==> src/rtl/seg7_pkg.sv <==
// Shared types and pure functions for the multiplexed 7-segment display controller:
// hex-to-segment decode and leading-zero blank mask.
package seg7_pkg;

    typedef logic [6:0] seg_t;

    localparam seg_t SEG_BLANK  = 7'h7F;
    localparam int   MAX_DIGITS = 16;

    // Active-low {A,B,C,D,E,F,G} pattern for one hex nibble.
    function automatic seg_t hex_to_seg(input logic [3:0] nib);
        seg_t seg;
        case (nib)
            4'h0:    seg = 7'b0000001;
            4'h1:    seg = 7'b1001111;
            4'h2:    seg = 7'b0010010;
            4'h3:    seg = 7'b0000110;
            4'h4:    seg = 7'b1001100;
            4'h5:    seg = 7'b0100100;
            4'h6:    seg = 7'b0100000;
            4'h7:    seg = 7'b0001111;
            4'h8:    seg = 7'b0000000;
            4'h9:    seg = 7'b0000100;
            4'hA:    seg = 7'b0001000;
            4'hB:    seg = 7'b1100000;
            4'hC:    seg = 7'b0110001;
            4'hD:    seg = 7'b1000010;
            4'hE:    seg = 7'b0110000;
            default: seg = 7'b0111000;
        endcase
        return seg;
    endfunction

    // Walks from the top digit down; disabled digits are skipped without ending
    // the run of leading zeros, and digit 0 always stays visible.
    function automatic logic [MAX_DIGITS-1:0] lz_blank_mask(
        input logic [4*MAX_DIGITS-1:0] value,
        input logic [MAX_DIGITS-1:0]   en,
        input int                      num_digits
    );
        logic [MAX_DIGITS-1:0] mask;
        logic                  scanning;
        mask     = '0;
        scanning = 1'b1;
        for (int i = MAX_DIGITS - 1; i >= 1; i--) begin
            if (i < num_digits && en[i] && scanning) begin
                if (value[4*i +: 4] == 4'h0) begin
                    mask[i] = 1'b1;
                end else begin
                    scanning = 1'b0;
                end
            end
        end
        return mask;
    endfunction

endpackage

==> src/rtl/seg7_scan_timer.sv <==
// Digit-slot prescaler and digit index for the scan controller, plus the frame
// boundary strobe and the PWM on-window compare for the current slot.
module seg7_scan_timer #(
    parameter int  NUM_DIGITS  = 8,
    parameter int  REFRESH_DIV = 6250,
    parameter int  BRIGHT_BITS = 4,
    localparam int IDX_W       = (NUM_DIGITS > 1) ? $clog2(NUM_DIGITS) : 1
) (
    input  logic                   clk,
    input  logic                   rst,
    input  logic [BRIGHT_BITS-1:0] brightness,
    output logic [IDX_W-1:0]       index,
    output logic                   frame_bnd,
    output logic                   pwm_on
);

    localparam int PRE_W = (REFRESH_DIV > 1) ? $clog2(REFRESH_DIV) : 1;
    localparam int STEP  = REFRESH_DIV >> BRIGHT_BITS;

    localparam logic [PRE_W-1:0] PRE_LAST = PRE_W'(REFRESH_DIV - 1);
    localparam logic [IDX_W-1:0] IDX_LAST = IDX_W'(NUM_DIGITS - 1);
    localparam logic [PRE_W-1:0] STEP_C   = PRE_W'(STEP);

    if (REFRESH_DIV < (1 << BRIGHT_BITS)) begin : g_bad_div
        $error("seg7_scan_timer: REFRESH_DIV must be at least 2**BRIGHT_BITS");
    end
    if (NUM_DIGITS < 1 || NUM_DIGITS > 16) begin : g_bad_digits
        $error("seg7_scan_timer: NUM_DIGITS must be in 1..16");
    end

    logic [PRE_W-1:0] prescaler;
    logic [PRE_W-1:0] on_thresh;
    logic             tc;

    assign tc        = (prescaler == PRE_LAST);
    assign frame_bnd = tc && (index == IDX_LAST);

    always_ff @(posedge clk or posedge rst) begin
        if (rst) begin
            prescaler <= '0;
            index     <= '0;
        end else if (tc) begin
            prescaler <= '0;
            index     <= (index == IDX_LAST) ? '0 : index + 1'b1;
        end else begin
            prescaler <= prescaler + 1'b1;
        end
    end

    // Full-scale brightness bypasses the compare so the digit never blinks off.
    assign on_thresh = PRE_W'(brightness) * STEP_C;
    assign pwm_on    = (&brightness) || (prescaler < on_thresh);

endmodule

==> src/rtl/seg7_scan_ctrl.sv <==
// Multiplexed 7-segment controller: staged/shadowed display settings swapped at
// frame boundaries, leading-zero blanking, PWM brightness, registered pin drive.
module seg7_scan_ctrl
    import seg7_pkg::*;
#(
    parameter int NUM_DIGITS  = 8,
    parameter int REFRESH_DIV = 6250,
    parameter int BRIGHT_BITS = 4
) (
    input  logic                    clk,
    input  logic                    rst,
    input  logic [4*NUM_DIGITS-1:0] i_value,
    input  logic [NUM_DIGITS-1:0]   i_dp,
    input  logic [NUM_DIGITS-1:0]   i_digit_en,
    input  logic [BRIGHT_BITS-1:0]  i_brightness,
    input  logic                    i_lz_blank,
    input  logic                    i_load,
    output logic [NUM_DIGITS-1:0]   o_an,
    output logic [6:0]              o_seg,
    output logic                    o_dp,
    output logic                    o_frame
);

    localparam int IDX_W = (NUM_DIGITS > 1) ? $clog2(NUM_DIGITS) : 1;

    logic [4*NUM_DIGITS-1:0] stg_value, shd_value, nxt_value;
    logic [NUM_DIGITS-1:0]   stg_dp, shd_dp, nxt_dp;
    logic [NUM_DIGITS-1:0]   stg_en, shd_en, nxt_en;
    logic [BRIGHT_BITS-1:0]  stg_bright, shd_bright, nxt_bright;
    logic                    stg_lz, nxt_lz;
    logic                    pending, nxt_pending;
    logic [NUM_DIGITS-1:0]   blank_q, new_blank;

    logic [IDX_W-1:0]        index;
    logic                    frame_bnd;
    logic                    pwm_on;
    logic                    commit;
    logic                    frame_p0;

    seg7_scan_timer #(
        .NUM_DIGITS  (NUM_DIGITS),
        .REFRESH_DIV (REFRESH_DIV),
        .BRIGHT_BITS (BRIGHT_BITS)
    ) u_timer (
        .clk        (clk),
        .rst        (rst),
        .brightness (shd_bright),
        .index      (index),
        .frame_bnd  (frame_bnd),
        .pwm_on     (pwm_on)
    );

    // A load landing on the boundary cycle is folded in before the swap, so it
    // still reaches the display in the very next frame.
    assign nxt_value   = i_load ? i_value      : stg_value;
    assign nxt_dp      = i_load ? i_dp         : stg_dp;
    assign nxt_en      = i_load ? i_digit_en   : stg_en;
    assign nxt_bright  = i_load ? i_brightness : stg_bright;
    assign nxt_lz      = i_load ? i_lz_blank   : stg_lz;
    assign nxt_pending = i_load | pending;
    assign commit      = frame_bnd & nxt_pending;

    logic [4*MAX_DIGITS-1:0] value_wide;
    logic [MAX_DIGITS-1:0]   en_wide;
    logic [MAX_DIGITS-1:0]   mask_wide;

    always_comb begin
        value_wide                   = '0;
        value_wide[4*NUM_DIGITS-1:0] = nxt_value;
        en_wide                      = '0;
        en_wide[NUM_DIGITS-1:0]      = nxt_en;
        mask_wide                    = nxt_lz ? lz_blank_mask(value_wide, en_wide, NUM_DIGITS) : '0;
        new_blank                    = mask_wide[NUM_DIGITS-1:0];
    end

    always_ff @(posedge clk or posedge rst) begin
        if (rst) begin
            stg_value  <= '0;
            stg_dp     <= '0;
            stg_en     <= '0;
            stg_bright <= '0;
            stg_lz     <= 1'b0;
            pending    <= 1'b0;
        end else begin
            if (i_load) begin
                stg_value  <= i_value;
                stg_dp     <= i_dp;
                stg_en     <= i_digit_en;
                stg_bright <= i_brightness;
                stg_lz     <= i_lz_blank;
            end
            pending <= commit ? 1'b0 : nxt_pending;
        end
    end

    always_ff @(posedge clk or posedge rst) begin
        if (rst) begin
            shd_value  <= '0;
            shd_dp     <= '0;
            shd_en     <= '0;
            shd_bright <= '0;
            blank_q    <= '0;
        end else if (commit) begin
            shd_value  <= nxt_value;
            shd_dp     <= nxt_dp;
            shd_en     <= nxt_en;
            shd_bright <= nxt_bright;
            blank_q    <= new_blank;
        end
    end

    logic [3:0]            cur_nib;
    logic                  lit;
    logic [NUM_DIGITS-1:0] an_nxt;
    seg_t                  seg_nxt;
    logic                  dp_nxt;

    always_comb begin
        cur_nib = shd_value[4*index +: 4];
        lit     = shd_en[index] & pwm_on;
        an_nxt  = '1;
        seg_nxt = SEG_BLANK;
        dp_nxt  = 1'b1;
        if (lit) begin
            an_nxt  = ~(NUM_DIGITS'(1) << index);
            seg_nxt = blank_q[index] ? SEG_BLANK : hex_to_seg(cur_nib);
            dp_nxt  = ~shd_dp[index];
        end
    end

    // Pin drive stage: one cycle behind the timer state; o_frame is delayed to match.
    always_ff @(posedge clk or posedge rst) begin
        if (rst) begin
            frame_p0 <= 1'b0;
            o_frame  <= 1'b0;
            o_an     <= '1;
            o_seg    <= SEG_BLANK;
            o_dp     <= 1'b1;
        end else begin
            frame_p0 <= frame_bnd;
            o_frame  <= frame_p0;
            o_an     <= an_nxt;
            o_seg    <= seg_nxt;
            o_dp     <= dp_nxt;
        end
    end

endmodule

==> config.mk <==
export PLATFORM = sky130hd
export DESIGN_NAME = seg7_scan_ctrl
export DESIGN_NICKNAME = d
export VERILOG_FILES = /design/src/rtl/seg7_pkg.sv /design/src/rtl/seg7_scan_timer.sv /design/src/rtl/seg7_scan_ctrl.sv
export SDC_FILE = /design/constraint.sdc
export NUM_CORES = 1
export LEC_CHECK = 0
export CORE_MARGIN = 2
export CORE_UTILIZATION = 40
export CTS_CLUSTER_DIAMETER = 80
export DETAILED_ROUTE_END_ITERATION = 12
export MAX_ROUTING_LAYER = met4
export PLACE_DENSITY = 0.57
export SYNTH_ARGS = -nofsm -noshare
export SYNTH_HDL_FRONTEND = slang
export SYNTH_SLANG_ARGS = --single-unit
==> constraint.sdc <==
create_clock -name clk -period 4.9 [get_ports clk]
set_input_delay 0.49 -clock clk [delete_from_list [all_inputs] [get_ports clk]]
set_output_delay 0.49 -clock clk [all_outputs]
set_load 0.01 [all_outputs]
Word level (Yosys, flattened, before mapping)
Memory sizes are Yosys's and may differ from the RTL's. Index checks and enable logic that the tools add are counted.

$lt $le $gt $ge: 2. Bitwise gates (word level): 5. $add $sub $neg: 2. Eq/ne operators: 2. Mux-type cells: 44. Reduce and logical (&&, ||, !) cells: 16. $mul: 1. Shift-type cells: 2.

Operators by type and width (count): two-way mux 32 bit (1); two-way mux 8 bit (4); variable part select 32 x 6 -> 4 bit (1); two-way mux 1 bit (31); zero test 4 bit (7); two-way mux 7 bit (2); adder 13 x 1 -> 13 bit (second input constant) (1); equality test 13 bit (second input constant) (1); < comparator 13 bit (1); two-way mux 13 bit (1); multiplier 4 x 8 -> 12 bit (second input constant) (1); binary-select mux 1 bit (select 3 bit) (3); NOT 8 bit (1); << shifter 1 x 3 -> 8 bit (first input constant) (1); logical AND 1 bit (7); < comparator 3 x 4 -> 1 bit (second input constant) (1); two-way mux 4 bit (1); AND reduction 4 bit (1); adder 3 x 1 -> 3 bit (second input constant) (1); equality test 3 bit (second input constant) (1); two-way mux 3 bit (1); AND 1 bit (2); logical OR 1 bit (1); NOT 1 bit (1); OR 1 bit (1).

ROM bits: 112. Register bits after elaboration: 148. Memories: 1. Logic and storage cells: 93.

Memories: (name not given) (words 16, bits a word 7, read ports 1, clocked after memory_dff 0, wr ports 0, line seg7_pkg.sv:13) `case (nib)`.

Depth between registers and ports, before layout
Depth after elaboration: 17. Gate-level depth with buffers: 16.

Hierarchy
From an unflattened synthesis, not the netlist that was laid out.

Cells, all modules: 628. Area, all modules: 6959.2 um2.

By module, submodules not included: seg7_scan_ctrl (instances 1, cells each 497, seq. area each 3298.2 um2, area an instance 5695.5 um2); seg7_scan_timer (instances 1, cells each 131, seq. area each 400.4 um2, area an instance 1263.7 um2).

Least setup slack after synthesis
OpenSTA, ideal clock, no wires.

Path kind: register -> register. From: register shd_bright[2]. To: register o_an[0]. Path slack: 1907 ps. Cell stages (with the launch flop): 16. Clock period less this slack: 2993 ps. Arrival: 2895 ps. Path buffers: 0. Cell sequence: dfrtp_1 -> inv_1 -> ha_1 -> inv_1 -> ha_1 -> ha_1 -> and3_1 -> a31oi_1 -> xor2_1 -> ha_1 -> a211oi_1 -> nand2_1 -> nor3_1 -> a211oi_1 -> a21oi_1 -> nand3_1.

Word-level cells in the longest chain between the ends: 5. Elaborated cells between the ends (all ways): 6. Those cells by class: 1 x mul; 1 x order compare; 1 x mux; 1 x bitwise; 2 x reduce/logical.

Ends and longest elaborated chain: from (decl) (line seg7_scan_ctrl.sv:29) `logic [BRIGHT_BITS-1:0] stg_bright, shd_bright, nxt_bright;`; from (signal assigned) (line seg7_scan_ctrl.sv:107) `shd_bright <= nxt_bright;`; multiplier 4 x 8 -> 12 bit (line seg7_scan_timer.sv:51) `assign on_thresh = PRE_W'(brightness) * STEP_C;`; < comparator 13 bit (line seg7_scan_timer.sv:52) `assign pwm_on = (&brightness) || (prescaler < on_thresh);`; logical OR 1 bit (*) (line seg7_scan_timer.sv:52); AND 1 bit (*) (line seg7_scan_ctrl.sv:120) `lit = shd_en[index] & pwm_on;`; two-way mux 8 bit (*) (line seg7_scan_ctrl.sv:124) `if (lit) begin`; via an_nxt[0] (line seg7_scan_ctrl.sv:114) `logic [NUM_DIGITS-1:0] an_nxt;`; to (signal assigned) (line seg7_scan_ctrl.sv:142) `o_an <= an_nxt;`; to (decl) (line seg7_scan_ctrl.sv:18) `output logic [NUM_DIGITS-1:0] o_an,`.

The timed path passes the listed nets; every way through them passes the cells marked *. A chain may end at the register's enable or synchronous reset.

Final worst setup path
From: register shd_bright[2]. To: register o_seg[5].

Word-level cells in the longest chain between the ends: 5. Elaborated cells between the ends (all ways): 6. Those cells by class: 1 x mul; 1 x order compare; 1 x mux; 1 x bitwise; 2 x reduce/logical.

Ends and longest elaborated chain: multiplier 4 x 8 -> 12 bit (line seg7_scan_timer.sv:51); < comparator 13 bit (line seg7_scan_timer.sv:52); logical OR 1 bit (*) (line seg7_scan_timer.sv:52); AND 1 bit (*) (line seg7_scan_ctrl.sv:120); two-way mux 7 bit (*) (line seg7_scan_ctrl.sv:124); via seg_nxt[5] (line seg7_scan_ctrl.sv:115) `seg_t seg_nxt;`; to (signal assigned) (line seg7_scan_ctrl.sv:143) `o_seg <= seg_nxt;`; to (decl) (line seg7_scan_ctrl.sv:19) `output logic [6:0] o_seg,`.

Marked as above.

==> impl_metrics.tcl <==
set metrics [dict create \
    synth-async-reset-ratio_pct 100.0 \
    die-height_um 135.1 \
    cts_hold_buffers 0 \
    critPathMostFrequentCell "ha_1" \
    netlist_area_um2 6879 \
    nNetsFinal 702 \
    min_path_cells 0 \
    clkTransAtPathRegs_ns 0.06 \
    slew_headroom_pct 30.83 \
    rsz0062_at_grt "false" \
    synth_seq_area_share_pct 53.77 \
    placedCellCount 813 \
    post_dp_cell_area_um2 7791 \
    numCtsBuffers 17 \
    antenna_cells 0 \
    grt_max_degree 117 \
    r2r_slack_ns 1.33 \
    grt_use_total_pct 17.02 \
    port-buffer-count 72 \
    layout_min_cycle_time_ns 3.574 \
    htreeDepth 4 \
    reg2reg_to "o_seg[5]$_DFF_PP1_" \
    period_share_pct 72.93 \
    hpwl_mm 10.01 \
    power_density_nw_per_um2 328.6 \
    stdcell_area_um2 8399 \
    run_status "completed" \
    dr.pass1.iters 4 \
    synth.distinct_cells 51 \
    reg2reg_depth 16 \
    cp-end-kind "flip-flop" \
    grt-ovfl-total 0 \
    critPathSlowestCell "a21oi_1" \
    hold_violations 0 \
    arrival_ns 3.88 \
    cts_sinks 147 \
    die_area_um2 18260 \
    ioPinCount 73 \
    path_cells "inv_1, ha_1, inv_1, ha_1, ha_1, a21oi_1, nor2b_1, nand2_1, xnor2_1, ha_1, a211oi_1, nand2_1, nor3_1, a211oi_1, a21oi_1, o221ai_1" \
    final_cells 845 \
    finClkSkew_ns 0.007731 \
    synth_area_per_cell_um2 12.76 \
    critPathLaunchType "flip-flop" \
    synthesis.instances 539 \
    ys_seq_elements 147 \
    cts_setup_buffers 0 \
    routed_wirelength_mm 14.01 \
    min_from "frame_p0$_DFF_PP0_" \
    synth_fp_nets 629 \
    hold_end "o_frame$_DFF_PP0_" \
    clock_path_buffers 2 \
    worstMarginPinSlew_ns 1.038 \
    p_leak_nw 3.766 \
    vias_per_cell 5.091 \
    cap_violations 0 \
    drv_slew 0 \
    drc_errors 0 \
    ys.warnings.count 0 \
    cpPeakStageDelay_ns 0.50 \
    cts_resized 0 \
    clkLatencyLatePin_ns 0.42 \
    crit_fanout 7 \
    core_area_um2 16700 \
    syn_to_final_growth_pct 22.10 \
    r2r-start "shd_bright[2]$_DFFE_PP0P_" \
    cts_root_buffer "clkbuf_16" \
    start_util_pct 41.19 \
    final_layout_size_suffix_gt1_share_pct 24.64 \
    synth_edf_count 0 \
    n_fill_cell 1487 \
    post_drt_wl_per_cell_um 16.58 \
    antenna_left 0 \
    critPathRequiredTime_ns 5.20 \
    die_w_um 135.1 \
    grt_first_pass_wirelength_mm 23.10 \
    rows 47 \
    irDropWorstVdd_v 0.0002869 \
    vias 4302 \
    antenna_found_initial 0 \
    finalSetupViolCount 0 \
    grt_pass1_vias 4472 \
    fin_setup_tns_ns 0 \
    fmaxAchievable_mhz 279.8 \
    worstHoldPathType "flip-flop to flip-flop" \
    cts_tree "built" \
    ys.flop_type "dfrtp_1" \
    criticalPathCategory "flip-flop to flip-flop" \
    dr.first_iter.drc_count 198 \
    gp_congestion 0.8786 \
]
[cells by family (layout without fill, tap and decap cells)]
family	after synthesis	in the layout	share of synthesized area, %
buffers and inverters	51	137	3.237
AOI/OAI and AO/OA	61	61	5.566
DFF	147	147	53.76
xor gates and xnor gates	19	19	2.419
and+or+nand+nor	115	115	8.330
muxes	112	112	20.50
adders and majority gates	34	34	6.184
[worst max-delay path by stage]
stage                             end  cells past startpoint                 startpoint
2_1_floorplan  blank_q[1]$_DFFE_PP0P_                      1                        rst
3_3_place_gp       o_seg[5]$_DFF_PP1_                     15  shd_bright[2]$_DFFE_PP0P_
3_5_place_dp       o_seg[5]$_DFF_PP1_                     16  shd_bright[2]$_DFFE_PP0P_
4_1_cts            o_seg[0]$_DFF_PP1_                     16  shd_bright[2]$_DFFE_PP0P_
5_1_grt            o_seg[1]$_DFF_PP1_                     16  shd_bright[2]$_DFFE_PP0P_
6_report           o_seg[5]$_DFF_PP1_                     16  shd_bright[2]$_DFFE_PP0P_
[flip-flops by register name (all words and copies together), names as in the netlist, 7 cells and up]
register           flops
stg_value             32
shd_dp                 8
o_seg                  7
stg_en                 8
shd_en                 8
shd_value             32
stg_dp                 8
u_timer.prescaler     13
o_an                   8
blank_q                7
[worst max-delay path: cells and delay by family, from the launching register on]
| kind | cells | cell delay, ns |
|---|---|---|
| adders and majority gates | 4 | 1.02 |
| DFF | 1 | 0.40 |
| buffers and inverters | 2 | 0.10 |
| and+or+nand+nor | 4 | 0.62 |
| AOI/OAI and AO/OA | 5 | 1.18 |
| xor gates and xnor gates | 1 | 0.13 |
[stage by stage]
| step | power (mW) | setup WS (ns) | utilization (%) | hold slack, ns |
|---|---|---|---|---|
| after detailed placement | 1.463 | 1.400 | 46.65 | 0.3410 |
| final | 2.760 | 1.326 | 50.29 | 0.3515 |
| after floorplan | 1.382 | 0.4851 | - | 0.3312 |
| after global placement | 1.460 | 1.571 | 46.65 | 0.3377 |
| after global routing | 2.879 | 1.006 | 50.29 | 0.3641 |
| after CTS | 2.798 | 1.336 | 50.29 | 0.3543 |
[cells in the mapped netlist (11+ instances only)]
cell       n  share of area (%)
a21oi_1   11               0.80
buf_2     16                1.2
dfrtp_1  131                 48
dfstp_2   16                6.1
ha_1      34                6.2
inv_1     28                1.5
mux2_2    77                 13
mux2i_1   16                2.3
mux4_2    13                4.3
nand2_1   47                2.6
nand3_1   14                1.0
nor2_1    19                1.0
o21ai_0   23                1.7
xnor2_1   11                1.4
[layout make-up]
class / instances / area, um2 / share of cell area, %
Tap cell: 220 / 275.3 / 3.277
Multi-Input combinational cell: 341 / 2958 / 35.22
Timing Repair Buffer: 76 / 745.7 / 8.878
Clock inverter: 14 / 178.9 / 2.130
Sequential cell: 147 / 3699 / 44.03
Clock buffer: 18 / 429.2 / 5.109
Inverter: 29 / 113.9 / 1.356
[report_power, final]
part	switching (mW)	internal (mW)
Clock	0.516	0.806
Sequential	0.0134	1.26
Combinational	0.0834	0.0826
Total	0.613	2.15
[layout by cell type, fill, tap and decap left out, types with 16 or more instances in the layout]
| cell | netlist | final |
|---|---|---|
| clkbuf_16 | 0 | 17 |
| mux2i_1 | 16 | 16 |
| clkdlybuf4s50_1 | 0 | 71 |
| mux2_2 | 77 | 77 |
| o21ai_0 | 23 | 23 |
| ha_1 | 34 | 34 |
| nor2_1 | 19 | 19 |
| dfrtp_1 | 131 | 131 |
| dfstp_2 | 16 | 16 |
| nand2_1 | 47 | 47 |
| inv_1 | 28 | 27 |
[per-layer routing]
| metal | GRT usage [%] | part of all wire (%) | vias to the layer above |
|---|---|---|---|
| li1 | - | - | 2061 |
| met1 | 22.34 | 48 | 2152 |
| met2 | 26.42 | 47 | 81 |
| met3 | 4.452 | 3.8 | 8 |
| met4 | 4.688 | 0.80 | 0 |
| met5 | - | 0 | - |
Note: power is estimated with default switching activity, not from simulation.
